**config.mk**
```make
export PLATFORM = sky130hd
export DESIGN_NAME = product_accumulator_flat
export DESIGN_NICKNAME = d
export VERILOG_FILES = /design/src/rtl/product_accumulator_if.sv /design/src/rtl/product_accumulator.sv /design/src/flat_wrapper.sv
export SDC_FILE = /design/constraint.sdc
export NUM_CORES = 1
export LEC_CHECK = 0
export BUFFER_PORTS_ARGS = -buffer_cell sky130_fd_sc_hd__buf_2
export CAP_MARGIN = 40
export CORE_MARGIN = 4
export CORE_UTILIZATION = 45
export CTS_CLUSTER_DIAMETER = 50
export DETAILED_ROUTE_END_ITERATION = 10
export PLACE_DENSITY_LB_ADDON = 0.08
export RECOVER_POWER = 100
export SYNTH_ARGS = -nofsm -noshare
export SYNTH_HDL_FRONTEND = slang
export SYNTH_SLANG_ARGS = --single-unit
```
**constraint.sdc**
```tcl
create_clock -name clk -period 2.5 [get_ports clk]
set_clock_uncertainty 0.1 [all_clocks]
set_input_delay 0.125 -clock clk [delete_from_list [all_inputs] [get_ports clk]]
set_output_delay 0.125 -clock clk [all_outputs]
set_load 0.01 [all_outputs]
```
**src/rtl/product_accumulator_if.sv**
```systemverilog
// Valid/ready bundle between a product sequencer (master) and the frame accumulator (slave).
// Also carries the synchronous frame-clear, which the sequencer owns.
interface product_accumulator_if #(
   parameter int P_WIDTH   = 6,
   parameter int ACC_WIDTH = 12
);
   logic                 clear;
   logic                 in_valid;
   logic                 in_ready;
   logic [P_WIDTH-1:0]   in_p;
   logic                 out_valid;
   logic                 out_ready;
   logic [ACC_WIDTH-1:0] out_sum;
   logic                 out_ovf;

   modport master (
      output clear, in_valid, in_p, out_ready,
      input  in_ready, out_valid, out_sum, out_ovf
   );

   modport slave (
      input  clear, in_valid, in_p, out_ready,
      output in_ready, out_valid, out_sum, out_ovf
   );
endinterface

```
**src/rtl/product_accumulator.sv**
```systemverilog
// Sums frames of COUNT unsigned multiplier products and presents each frame total
// with a sticky carry-out flag on a valid/ready output.
module product_accumulator #(
   parameter int P_WIDTH   = 6,
   parameter int ACC_WIDTH = 12,
   parameter int COUNT     = 4
) (
   input  logic                  clk,
   input  logic                  rst,
   product_accumulator_if.slave  bus
);

   localparam int CNT_W = (COUNT > 1) ? $clog2(COUNT) : 1;

   typedef enum logic {ACCUM, HOLD} state_t;

   state_t               r_state;
   state_t               w_next_state;
   logic [ACC_WIDTH-1:0] r_acc;
   logic [CNT_W-1:0]     r_cnt;
   logic                 r_ovf;
   logic [ACC_WIDTH-1:0] r_out_sum;
   logic                 r_out_ovf;

   logic                 w_in_ready;
   logic                 w_accept;
   logic                 w_last;
   logic [ACC_WIDTH:0]   w_sum;
   logic                 w_new_ovf;

   // Sum with the carry-out kept in the extra top bit; the stored result wraps.
   function automatic logic [ACC_WIDTH:0] f_add_carry(
      input logic [ACC_WIDTH-1:0] acc,
      input logic [P_WIDTH-1:0]   p
   );
      return {1'b0, acc} + {{(ACC_WIDTH + 1 - P_WIDTH){1'b0}}, p};
   endfunction

   always_comb begin
      w_in_ready = (r_state == ACCUM) && !bus.clear;
      w_accept   = bus.in_valid && w_in_ready;
      w_last     = (r_cnt == CNT_W'(COUNT - 1));
      w_sum      = f_add_carry(r_acc, bus.in_p);
      w_new_ovf  = r_ovf | w_sum[ACC_WIDTH];
   end

   always_comb begin
      w_next_state = r_state;
      unique case (r_state)
         ACCUM: if (w_accept && w_last) w_next_state = HOLD;
         HOLD:  if (bus.out_ready)      w_next_state = ACCUM;
      endcase
      if (bus.clear) w_next_state = ACCUM;
   end

   always_ff @(posedge clk or posedge rst) begin
      if (rst) r_state <= ACCUM;
      else     r_state <= w_next_state;
   end

   // Frame accumulator: the closing beat publishes the total and restarts the frame at zero.
   always_ff @(posedge clk or posedge rst) begin
      if (rst) begin
         r_acc     <= '0;
         r_cnt     <= '0;
         r_ovf     <= 1'b0;
         r_out_sum <= '0;
         r_out_ovf <= 1'b0;
      end else if (bus.clear) begin
         r_acc <= '0;
         r_cnt <= '0;
         r_ovf <= 1'b0;
      end else if (w_accept) begin
         if (w_last) begin
            r_out_sum <= w_sum[ACC_WIDTH-1:0];
            r_out_ovf <= w_new_ovf;
            r_acc     <= '0;
            r_cnt     <= '0;
            r_ovf     <= 1'b0;
         end else begin
            r_acc <= w_sum[ACC_WIDTH-1:0];
            r_cnt <= r_cnt + CNT_W'(1);
            r_ovf <= w_new_ovf;
         end
      end
   end

   assign bus.in_ready  = w_in_ready;
   assign bus.out_valid = (r_state == HOLD);
   assign bus.out_sum   = r_out_sum;
   assign bus.out_ovf   = r_out_ovf;

endmodule

```
**src/flat_wrapper.sv**
```systemverilog
// flat-port wrapper written by rule: the top's interface ports become plain ports
module product_accumulator_flat 
#(
   parameter int P_WIDTH   = 6,
   parameter int ACC_WIDTH = 12,
   parameter int COUNT     = 4
)
  (clk, rst, bus_clear, bus_in_valid, bus_in_p, bus_out_ready, bus_in_ready, bus_out_valid, bus_out_sum, bus_out_ovf);
  product_accumulator_if #(.P_WIDTH(P_WIDTH), .ACC_WIDTH(ACC_WIDTH)) bus_i ();
  input  logic clk;
  input  logic rst;
  input wire logic [$bits(bus_i.clear)-1:0] bus_clear;
  input wire logic [$bits(bus_i.in_valid)-1:0] bus_in_valid;
  input wire logic [$bits(bus_i.in_p)-1:0] bus_in_p;
  input wire logic [$bits(bus_i.out_ready)-1:0] bus_out_ready;
  output wire logic [$bits(bus_i.in_ready)-1:0] bus_in_ready;
  output wire logic [$bits(bus_i.out_valid)-1:0] bus_out_valid;
  output wire logic [$bits(bus_i.out_sum)-1:0] bus_out_sum;
  output wire logic [$bits(bus_i.out_ovf)-1:0] bus_out_ovf;
  assign bus_i.clear = bus_clear;
  assign bus_i.in_valid = bus_in_valid;
  assign bus_i.in_p = bus_in_p;
  assign bus_i.out_ready = bus_out_ready;
  assign bus_in_ready = bus_i.in_ready;
  assign bus_out_valid = bus_i.out_valid;
  assign bus_out_sum = bus_i.out_sum;
  assign bus_out_ovf = bus_i.out_ovf;
  product_accumulator #(.P_WIDTH(P_WIDTH), .ACC_WIDTH(ACC_WIDTH), .COUNT(COUNT)) u_core (.clk(clk), .rst(rst), .bus(bus_i));
endmodule
```
Word level (Yosys, flattened, before mapping)
Cells that the tools add are included.
Storage, ports and cells
  RAM bits: 0
  bits in read-only memories: 0
  bits of input ports: 11
  memories: 0
  register bits after elaboration: 29
  output and inout bits: 15
  bits in latches: 0
  logic and storage cells: 31
Cells by class
  multiply operators: 0
  div/mod/pow operators: 0
  equal/unequal tests: 1
  mux-type cells: 13
  reduce and logical (&&, ||, !) cells: 6
  add/subtract/negate cells: 2
  shifts and indexed selects: 0
  $lt $le $gt $ge: 0
  bitwise logic cells: 3
Operator list (count)
  12-bit 2-to-1 mux: 3
  12-bit by 6-bit adder with 13-bit output: 1
  1-bit 2-to-1 mux: 6
  2-bit 2-to-1 mux: 3
  1-bit logical AND: 3
  3-bit AND reduction: 1
  2-bit by 1-bit adder with 2-bit output (second input constant): 1
  2-bit == test (second input constant): 1
  1-bit NOT: 2
  1-bit case mux with 2 select lines: 1
  2-bit nonzero test: 1
  1-bit zero test: 1
  1-bit bitwise OR: 1

Depth between registers and ports, before layout
Gate-level depths: netlist of the first run.
  depth in word-level cells: 7
  mapped depth: 8
  gate-level depth less buffers: 8

Worst setup path after synthesis of the first run
Ideal clock, no wire load.
  path type: reg-to-reg
  from: register u_core.r_acc[0]
  to: register u_core.r_acc[10]
  stages on the path, launching flop included: 9
  buffers on the path: 0
  slack: 0.412 ns
  setup time: 0.069 ns
  data required time: 2.331 ns
  clock period less this slack: 2.088 ns
  data arrival time: 1.919 ns
  cells stage by stage: dfrtp_1 ha_1 inv_1 fa_1 nor2b_1 o31a_1 o31ai_4 or4_1 nand3_1
Between the ends
  word-level cells in the longest chain between the ends: 4
RTL lines
  from (decl): line product_accumulator.sv:19  | logic [ACC_WIDTH-1:0] r_acc;
  from (signal assigned): line product_accumulator.sv:81  | r_acc <= w_sum[ACC_WIDTH-1:0];
  12-bit by 6-bit adder with 13-bit output: line product_accumulator.sv:36  | return {1'b0, acc} + {{(ACC_WIDTH + 1 - P_WIDTH){1'b0}}, p};
  12-bit 2-to-1 mux: line product_accumulator.sv:74  | if (w_last) begin
  12-bit 2-to-1 mux: line product_accumulator.sv:73  | end else if (w_accept) begin
  12-bit 2-to-1 mux: line product_accumulator.sv:69  | end else if (bus.clear) begin
Every way passes these cells. The select of a mux whose other input is x is not followed.
A chain may end at the register's enable or synchronous reset.

Final worst setup path of the first run
  from: register u_core.r_acc[0]
  to: register u_core.r_out_sum[10] (netlist: u_core.bus.out_sum[10])
Between the ends
  word-level cells in the longest chain between the ends: 1
RTL lines
  12-bit by 6-bit adder with 13-bit output: line product_accumulator.sv:36
  to (signal assigned): line product_accumulator.sv:75  | r_out_sum <= w_sum[ACC_WIDTH-1:0];
  to (decl): line product_accumulator.sv:22  | logic [ACC_WIDTH-1:0] r_out_sum;
Every way passes these cells.

==> impl_metrics.ini, run 1 <==
[status]
status = finished with violations
violations = max-capacitance violations, max-slew violations

[yosys]
syn_area_per_cell_um2 = 10.4
synth-async-reset-ratio_pct = 100
yosys_warnings = 0
syn_nets = 167
synth-main-ff-cell = dfrtp_1
yosysUniqueCellTypes = 40
syn_area_um2 = 1540
synth_edf_count = 0
ys_ff_latch = 29
ys_seq_area_share_pct = 47.2
synthCells = 148

[sta]
finalCriticalPeriod_ns = 2.29
setup_viol = 0
fin_crit_sh_pct = 91.6
worst_slack_ns = 0.210
tns_ns = 0
slew_viol_final = 30
hold_viol_final = 0
maxSlewHeadroom_pct = -2.51
worstMarginPinSlew_ns = 1.54
max_freq_mhz = 437
hold_ws_ns = 0.0776
rsz0062_at_grt = no

[grt]
grt_max_degree = 30
grt_pass1_wl_mm = 5.27
track_usage_pct = 16.0
antenna_found_initial = 0
grt_pass1_vias = 1167
overflow = 0

[cts]
cts_buffers = 5
cts_sinks = 29
ctsHoldBuffers = 3
insertion_delay_ns = 0.33
clk_pin_slew_ns = 0.10
cts_root_buffer = clkbuf_4
cts_resized = 0
cts_buffer_depth = 2
h-tree-depth = 2
cts_setup_buffers = 0
cts_tree = built

[die]
ios = 26
start_util_pct = 48.7
die_h_um = 66.4
rows = 20
core-area_um2 = 3150
die-width_um = 66.4
die_area_um2 = 4410

[power]
total_power_mw = 1.12
power_frac_comb_pct = 21.5
seqPwrFrac_pct = 49.2
p_switching_mw = 0.331
p_leak_nw = 0.819
internal_power_mw = 0.792
peakVddDrop_mv = 0.386
p_clk_share_pct = 29.3
p_per_area_nw_per_um2 = 631
swShare_pct = 29.5

[route]
routed_wl_mm = 3.13
drt-pass1-iter-count = 4
viasPerCell = 5.27
ant_nets = 0
drc = 0
num_vias = 1191
drtIter0Drc = 44
wl_per_cell_um = 13.8

[place]
port-buffer-count = 25
hpwl_mm = 2.16
place_congestion = 0.797
place_worst_setup_slack_ns = 0.276

[layout]
final_cell_mix = dfrtp_1 (29), clkbuf_1 (17), o21ai_0 (12)
fillCellCount = 295
area_delta_synth_final_pct = 15.9
layout_commonest_cell = dfrtp_1
fin_util_pct = 56.5
drive_gt1_share_pct = 14.8
antenna_cells = 0
nets = 200

[setup_path]
cp_max_fo = 8
start_kind = flop
crit_required_ns = 2.63
worst_ep_arrival_time_ns = 2.42
path_class = flop to flop
endpoint_kind = flop

[min_path]
hp-class = input port to flop

[run]
cap_violations = 1
-- through the flow --
stage / cells / cell area, um^2
after floorplan: 148 / 1540
after CTS: 226 / 1820
after global routing: 226 / 1780
after global placement: 215 / 1720
final: 226 / 1780
after detailed placement: 215 / 1720
-- cell families (layout without fill, tap and decap cells) --
kind of cell	count (synthesis)	count (layout)	share of synthesized area, %
adder cells (fa/ha/maj)	8	8	7.00
multiplexers	7	7	4.97
AO/OA/AOI/OAI	46	46	20.4
XOR/XNOR	7	7	3.99
AND/OR/NAND/NOR	38	38	13.2
flip-flops	29	29	47.2
buffers and inverters	13	47	3.26
-- final cells by class --
type                            count  area [um^2]  area share, %
Tap cell                           44         55.1           3.09
Inverter                            7         26.3           1.48
Timing Repair Buffer               32          159           8.92
Clock inverter                      1         5.00          0.281
Sequential cell                    29          726           40.8
Clock buffer                        7         65.1           3.65
Multi-Input combinational cell    106          744           41.8
-- Yosys cell counts, types with 3 or more instances --
master / instances / area, um^2
a21oi_1: 8 / 40.0
a22o_1: 5 / 43.8
a31oi_1: 3 / 18.8
clkbuf_1: 5 / 18.8
dfrtp_1: 29 / 726
ha_1: 7 / 87.6
inv_1: 7 / 26.3
mux2_2: 5 / 56.3
nand2_1: 11 / 41.3
nand3_1: 5 / 25.0
nor2_1: 5 / 18.8
o211ai_1: 3 / 22.5
o21a_1: 3 / 22.5
o21ai_0: 12 / 60.1
or3_1: 3 / 18.8
xnor2_1: 4 / 35.0
xor2_1: 3 / 26.3
-- critical path: stages, from the launching register on --
cell	delay (ns)
dfrtp_1	0.39
ha_1	0.22
inv_1	0.07
fa_1	0.20
nor2b_1	0.06
o31a_1	0.28
o31ai_2	0.50
nor3_1	0.12
o31a_1	0.26
-- worst paths after layout --
check / slack (ns) / cells after the start / end / start
setup / recovery: 0.21 / 8 / u_core.bus.out_sum[10] / u_core.r_acc[0]
hold reg to reg: 0.39 / 2 / u_core.bus.out_sum[7] / u_core.bus.out_sum[7]
max in group asynchronous: 0.65 / 4 / u_core.r_ovf / rst
min in group asynchronous: 0.75 / 4 / u_core.r_acc[8] / rst
setup reg to reg: 0.21 / 8 / u_core.bus.out_sum[10] / u_core.r_acc[0]
hold / removal: 0.08 / 3 / u_core.bus.out_sum[0] / bus_in_p[0]
-- power groups by stage --
stage / Combinational, mW / Sequential (mW) / Clock, mW
after global placement: 0.251 / 0.558 / 0
after detailed placement: 0.253 / 0.561 / 0
after floorplan: 0.156 / 0.574 / 0
after global routing: 0.272 / 0.561 / 0.362
final: 0.241 / 0.553 / 0.329
after CTS: 0.258 / 0.552 / 0.343
-- state kept, by name, indices dropped and copies added (netlist names) --
signal                flops
u_core.r_ovf              1
u_core.bus.out_sum       12
u_core.r_cnt              2
u_core.bus.out_ovf        1
u_core.r_acc             12
u_core.bus.out_valid      1
-- routing by layer --
metal  vias to the layer above  share of wire [%]  global-route usage [%]
li1                        596                  -                       -
met4                         0                2.0                    7.61
met5                         -                  0                       0
met2                        28                 44                    24.9
met3                         7                5.2                    4.42
met1                       560                 49                    20.3
Power figures use the tool's default switching activity.
==> inputs of run 2 (changes only) <==
--- a/config.mk
+++ b/config.mk
@@ -13,6 +13,7 @@
 export DETAILED_ROUTE_END_ITERATION = 10
 export PLACE_DENSITY_LB_ADDON = 0.08
 export RECOVER_POWER = 100
+export REMOVE_ABC_BUFFERS = 1
 export SYNTH_ARGS = -nofsm -noshare
 export SYNTH_HDL_FRONTEND = slang
 export SYNTH_SLANG_ARGS = --single-unit
==> run 2 against run 1 <==
The flow still finishes with violations (max-capacitance violations, max-slew violations). Register-to-register slack better by 0.07 ns. Power is 0.16% higher. Cell count is 0.44% lower. Core utilization is 0.24 points lower. Largest power group unchanged.
==> impl_metrics.ini, run 2 (synthesis results as in run 1) <==
[cts]
cts_setup_buffers = 0
insertion_delay_ns = 0.34
cts_buffers = 5
cts_tree = built
h-tree-depth = 2
cts_buffer_depth = 2
cts_sinks = 29
clk_pin_slew_ns = 0.10
cts_resized = 0
cts_root_buffer = clkbuf_4

[place]
port-buffer-count = 25
post_dp_cell_area_um2 = 1720
place_congestion = 0.790
hpwl_mm = 2.22

[run]
cap_violations = 1

[layout]
final_cell_mix = dfrtp_1 (29), clkbuf_1 (17), o21ai_0 (13)
final_area_um2 = 1770
area_delta_synth_final_pct = 15.4
seqCellArea_um2 = 726
multiInputGateArea_um2 = 744
antenna_cells = 0
drive_gt1_share_pct = 14.4
nets = 199
fillCellCount = 309
layout_commonest_cell = dfrtp_1

[status]
violations = max-capacitance violations, max-slew violations
status = finished with violations

[die]
die_area_um2 = 4410
die-width_um = 66.4
core-area_um2 = 3150
start_util_pct = 48.7
ios = 26
rows = 20
die_h_um = 66.4

[power]
p_per_area_nw_per_um2 = 635
p_leak_nw = 0.817
peakVddDrop_mv = 0.444

[setup_path]
endpoint_kind = flop
critPathMaxStageDelay_ns = 0.50
cp_top_family = simple AND/OR/NAND/NOR gates
crit_required_ns = 2.68
path_class = flop to flop
start_kind = flop
crit_slowest_cell = or4_1
path_buf_inv = 1
reg2reg_from = u_core.r_acc[0]
crit_chain = ha_1, inv_1, fa_1, nor2b_1, o31a_1, o31ai_2, or4_1, nand3_1
worst_ep_arrival_time_ns = 2.41
crit_start = u_core.r_acc[0]
cp_max_fo = 8

[sta]
rsz0062_at_grt = no
max_freq_mhz = 449
maxSlewHeadroom_pct = -4.54
setup_viol = 0
slew_viol_final = 30
fin_crit_sh_pct = 89.0
tns_ns = 0
hold_viol_final = 0
worstMarginPinSlew_ns = 1.57
finalCriticalPeriod_ns = 2.22

[grt]
grt_max_degree = 30
overflow = 0
antenna_found_initial = 0
track_usage_pct = 16.3
grt_pass1_vias = 1214
grt_pass1_wl_mm = 5.34

[route]
drc = 0
ant_nets = 0
num_vias = 1192
routed_wl_mm = 3.06
viasPerCell = 5.30
drt-pass1-iter-count = 4
wl_per_cell_um = 13.6
drtIter0Drc = 44

[min_path]
min_from = bus_in_p[0]
hp-class = input port to flop
## run 2: cell count changes in the layout (fill, tap and decap cells not counted)
| cell | change |
|---|---|
| buf_4 | -1 |
| o21ai_0 | +1 |
| o21ai_1 | -1 |
## run 2: where the power goes
group	internal (mW)	total (mW)	switching, mW	leakage (nW)
sequential	0.521	0.553	0.0321	0.395
combinational	0.106	0.238	0.132	0.381
clock	0.163	0.334	0.171	0.0413
## run 2: layout make-up
| cell class | count | share of cell area, % |
|---|---|---|
| Tap cell | 44 | 3.11 |
| Inverter | 7 | 1.48 |
| Multi-Input combinational cell | 106 | 42.0 |
| Timing Repair Buffer | 31 | 8.54 |
| Sequential cell | 29 | 40.9 |
| Clock buffer | 7 | 3.67 |
| Clock inverter | 1 | 0.282 |
## run 2: path summary, 6_finish.rpt
path / cells after the start / slack [ns] / to
setup / recovery: 8 / 0.28 / u_core.r_acc[10]
hold / removal: 3 / 0.08 / u_core.bus.out_sum[0]
setup reg to reg: 8 / 0.28 / u_core.r_acc[10]
hold reg to reg: 2 / 0.38 / u_core.bus.out_sum[7]
max in group asynchronous: 4 / 0.62 / u_core.r_acc[6]
min in group asynchronous: 4 / 0.76 / u_core.bus.out_valid
## run 2: what timing repair did
item | 4_1_cts | 5_1_grt
endpoints found under the setup margin | 0 | 0
hold buffers | 3 | 0
hold endpoints to repair | 31 | 0
## run 2: metal layers
layer / up-vias / share of wire (%) / global-route usage, %
met1: 564 / 46 / 19.0
met3: 6 / 5.5 / 5.44
met2: 25 / 46 / 27.0
met4: 0 / 1.7 / 6.85
met5: - / 0 / 0
li1: 597 / - / -
## run 2: tightest hold or removal path, delay by kind of cell
kind / cells / cell delay, ns
adder cells (fa/ha/maj): 1 / 0.14
buffers and inverters: 1 / 0.08
multiplexers: 1 / 0.14
## run 2: per-stage QoR
| stage | setup WS [ns] | util [%] | instances | hold slack, ns | total power, mW |
|---|---|---|---|---|---|
| 2_1_floorplan | 0.409 | - | 142 | 0.0881 | 0.728 |
| 3_3_place_gp | 0.346 | 54.4 | 214 | 0.110 | 0.809 |
| 3_5_place_dp | 0.265 | 54.4 | 214 | 0.118 | 0.813 |
| 4_1_cts | 0.263 | 57.6 | 225 | 0.0588 | 1.15 |
| 5_1_grt | 0.104 | 56.2 | 225 | 0.0768 | 1.20 |
| 6_report | 0.275 | 56.2 | 225 | 0.0791 | 1.13 |
==> inputs of run 3 (changes only) <==
--- a/config.mk
+++ b/config.mk
@@ -11,7 +11,7 @@
 export CORE_UTILIZATION = 45
 export CTS_CLUSTER_DIAMETER = 50
 export DETAILED_ROUTE_END_ITERATION = 10
-export PLACE_DENSITY_LB_ADDON = 0.08
+export PLACE_DENSITY = 0.66
 export RECOVER_POWER = 100
 export REMOVE_ABC_BUFFERS = 1
 export SYNTH_ARGS = -nofsm -noshare
==> run 3 against run 2 <==
The run still ends with max-capacitance violations, max-slew violations left. Clock power down 18%. Worst setup slack worse by 0.063 ns. Combinational power about the same. Sequential share of layout area up 0.44 points. Worst hold slack worse by 0.0016 ns. Count of clock-buffer cells in the layout down 1. Critical path depth unchanged. Critical path type unchanged.
==> impl_metrics.ini, run 3 (synthesis results as in run 1) <==
[grt]
grt_pass1_wl_mm = 5.31
grt_max_degree = 30
overflow = 0
grt_pass1_vias = 1224
antenna_found_initial = 0
track_usage_pct = 16.0

[place]
place_worst_setup_slack_ns = 0.223
port-buffer-count = 25
place_congestion = 0.767
hpwl_mm = 2.13

[sta]
finalCriticalPeriod_ns = 2.29
setup_viol = 0
maxSlewHeadroom_pct = -0.557
fin_crit_sh_pct = 91.5
worstMarginPinSlew_ns = 1.51
hold_viol_final = 0
tns_ns = 0
worst_slack_ns = 0.212
rsz0062_at_grt = no
max_freq_mhz = 437
slew_viol_final = 30

[cts]
cts_buffer_depth = 2
cts_tree = built
cts_setup_buffers = 0
cts_sinks = 29
insertion_delay_ns = 0.34
cts_resized = 0
clk_pin_slew_ns = 0.10
h-tree-depth = 2
ctsHoldBuffers = 3
cts_buffers = 5
cts_root_buffer = clkbuf_4

[route]
routed_wl_mm = 2.98
viasPerCell = 5.23
num_vias = 1177
wl_per_cell_um = 13.3
drtIter0Drc = 31
ant_nets = 0
drc = 0
drt-pass1-iter-count = 4

[die]
start_util_pct = 48.7
die_area_um2 = 4410
die_h_um = 66.4
ios = 26
core-area_um2 = 3150
die-width_um = 66.4
rows = 20

[status]
status = finished with violations
violations = max-capacitance violations, max-slew violations

[layout]
antenna_cells = 0
area_delta_synth_final_pct = 14.2
drive_gt1_share_pct = 13.8
layout_commonest_cell = dfrtp_1
nets = 199
final_cell_mix = dfrtp_1 (29), clkbuf_1 (18), o21ai_0 (13)

[setup_path]
path_class = flop to flop
cp_max_fo = 8
crit_chain = ha_1, inv_1, fa_1, nor2b_1, o31a_1, o31ai_2, or4_1, nand3_1
critPathMaxStageDelay_ns = 0.49
start_kind = flop
crit_required_ns = 2.68
worst_ep_arrival_time_ns = 2.47
endpoint_kind = flop
crit_slowest_cell = or4_1

[power]
p_leak_nw = 0.807
p_per_area_nw_per_um2 = 607
peakVddDrop_mv = 0.301

[min_path]
hp-class = input port to flop

[run]
cap_violations = 1
==> run 3: cell count changes in the layout (fill, tap and decap cells not counted) <==
cell      previous run  this run
clkbuf_8             2         0
clkbuf_1            17        18
clkinv_2             1         2
==> run 3: area by class of cell <==
| class | instances | area, um^2 |
|---|---|---|
| tap | 44 | 55.1 |
| multi-input combinational | 106 | 744 |
| clock buffer | 6 | 41.3 |
| fill | 321 | 1400 |
| clock inverter | 2 | 10.0 |
| inverter | 7 | 26.3 |
| sequential | 29 | 726 |
| timing repair buffer | 31 | 151 |
==> run 3: final timing paths <==
check | startpoint | endpoint | slack, ns | cells past startpoint
hold / removal | bus_in_p[0] | u_core.r_acc[0] | 0.08 | 3
max in group asynchronous | rst | u_core.bus.out_sum[2] | 0.68 | 4
setup / recovery | u_core.r_acc[0] | u_core.r_acc[10] | 0.21 | 8
setup reg to reg | u_core.r_acc[0] | u_core.r_acc[10] | 0.21 | 8
hold reg to reg | u_core.bus.out_sum[9] | u_core.bus.out_sum[9] | 0.38 | 2
min in group asynchronous | rst | u_core.r_acc[7] | 0.74 | 4
==> run 3: metal layers <==
metal,vias up,part of all wire (%),GRT usage (%)
li1,597,-,-
met1,547,47,18.7
met2,26,46,26.5
met3,7,4.9,4.08
met4,0,2.6,8.38
met5,-,0,0
==> run 3: where the power goes <==
part	switching, mW	internal, mW	leakage, nW
Combinational	0.131	0.106	0.381
Sequential	0.0320	0.521	0.395
Clock	0.168	0.107	0.0320
==> run 3: worst max-delay path: cells and delay by family, from the launching register on <==
family | cells | cell delay (ns)
buf+inv | 1 | 0.07
flops | 1 | 0.36
simple gates | 3 | 0.76
fa+ha+maj | 2 | 0.62
compound gates | 2 | 0.32
==> run 3: per-stage QoR <==
step	total power [mW]	instances	hold WS, ns	instance area [um^2]	utilization, %
after floorplan	0.728	142	0.0881	1510	-
after global placement	0.807	214	0.108	1720	54.4
after detailed placement	0.813	214	0.110	1720	54.4
after CTS	1.09	225	0.0593	1800	57.0
after global routing	1.13	225	0.0850	1750	55.6
final	1.06	225	0.0776	1750	55.6
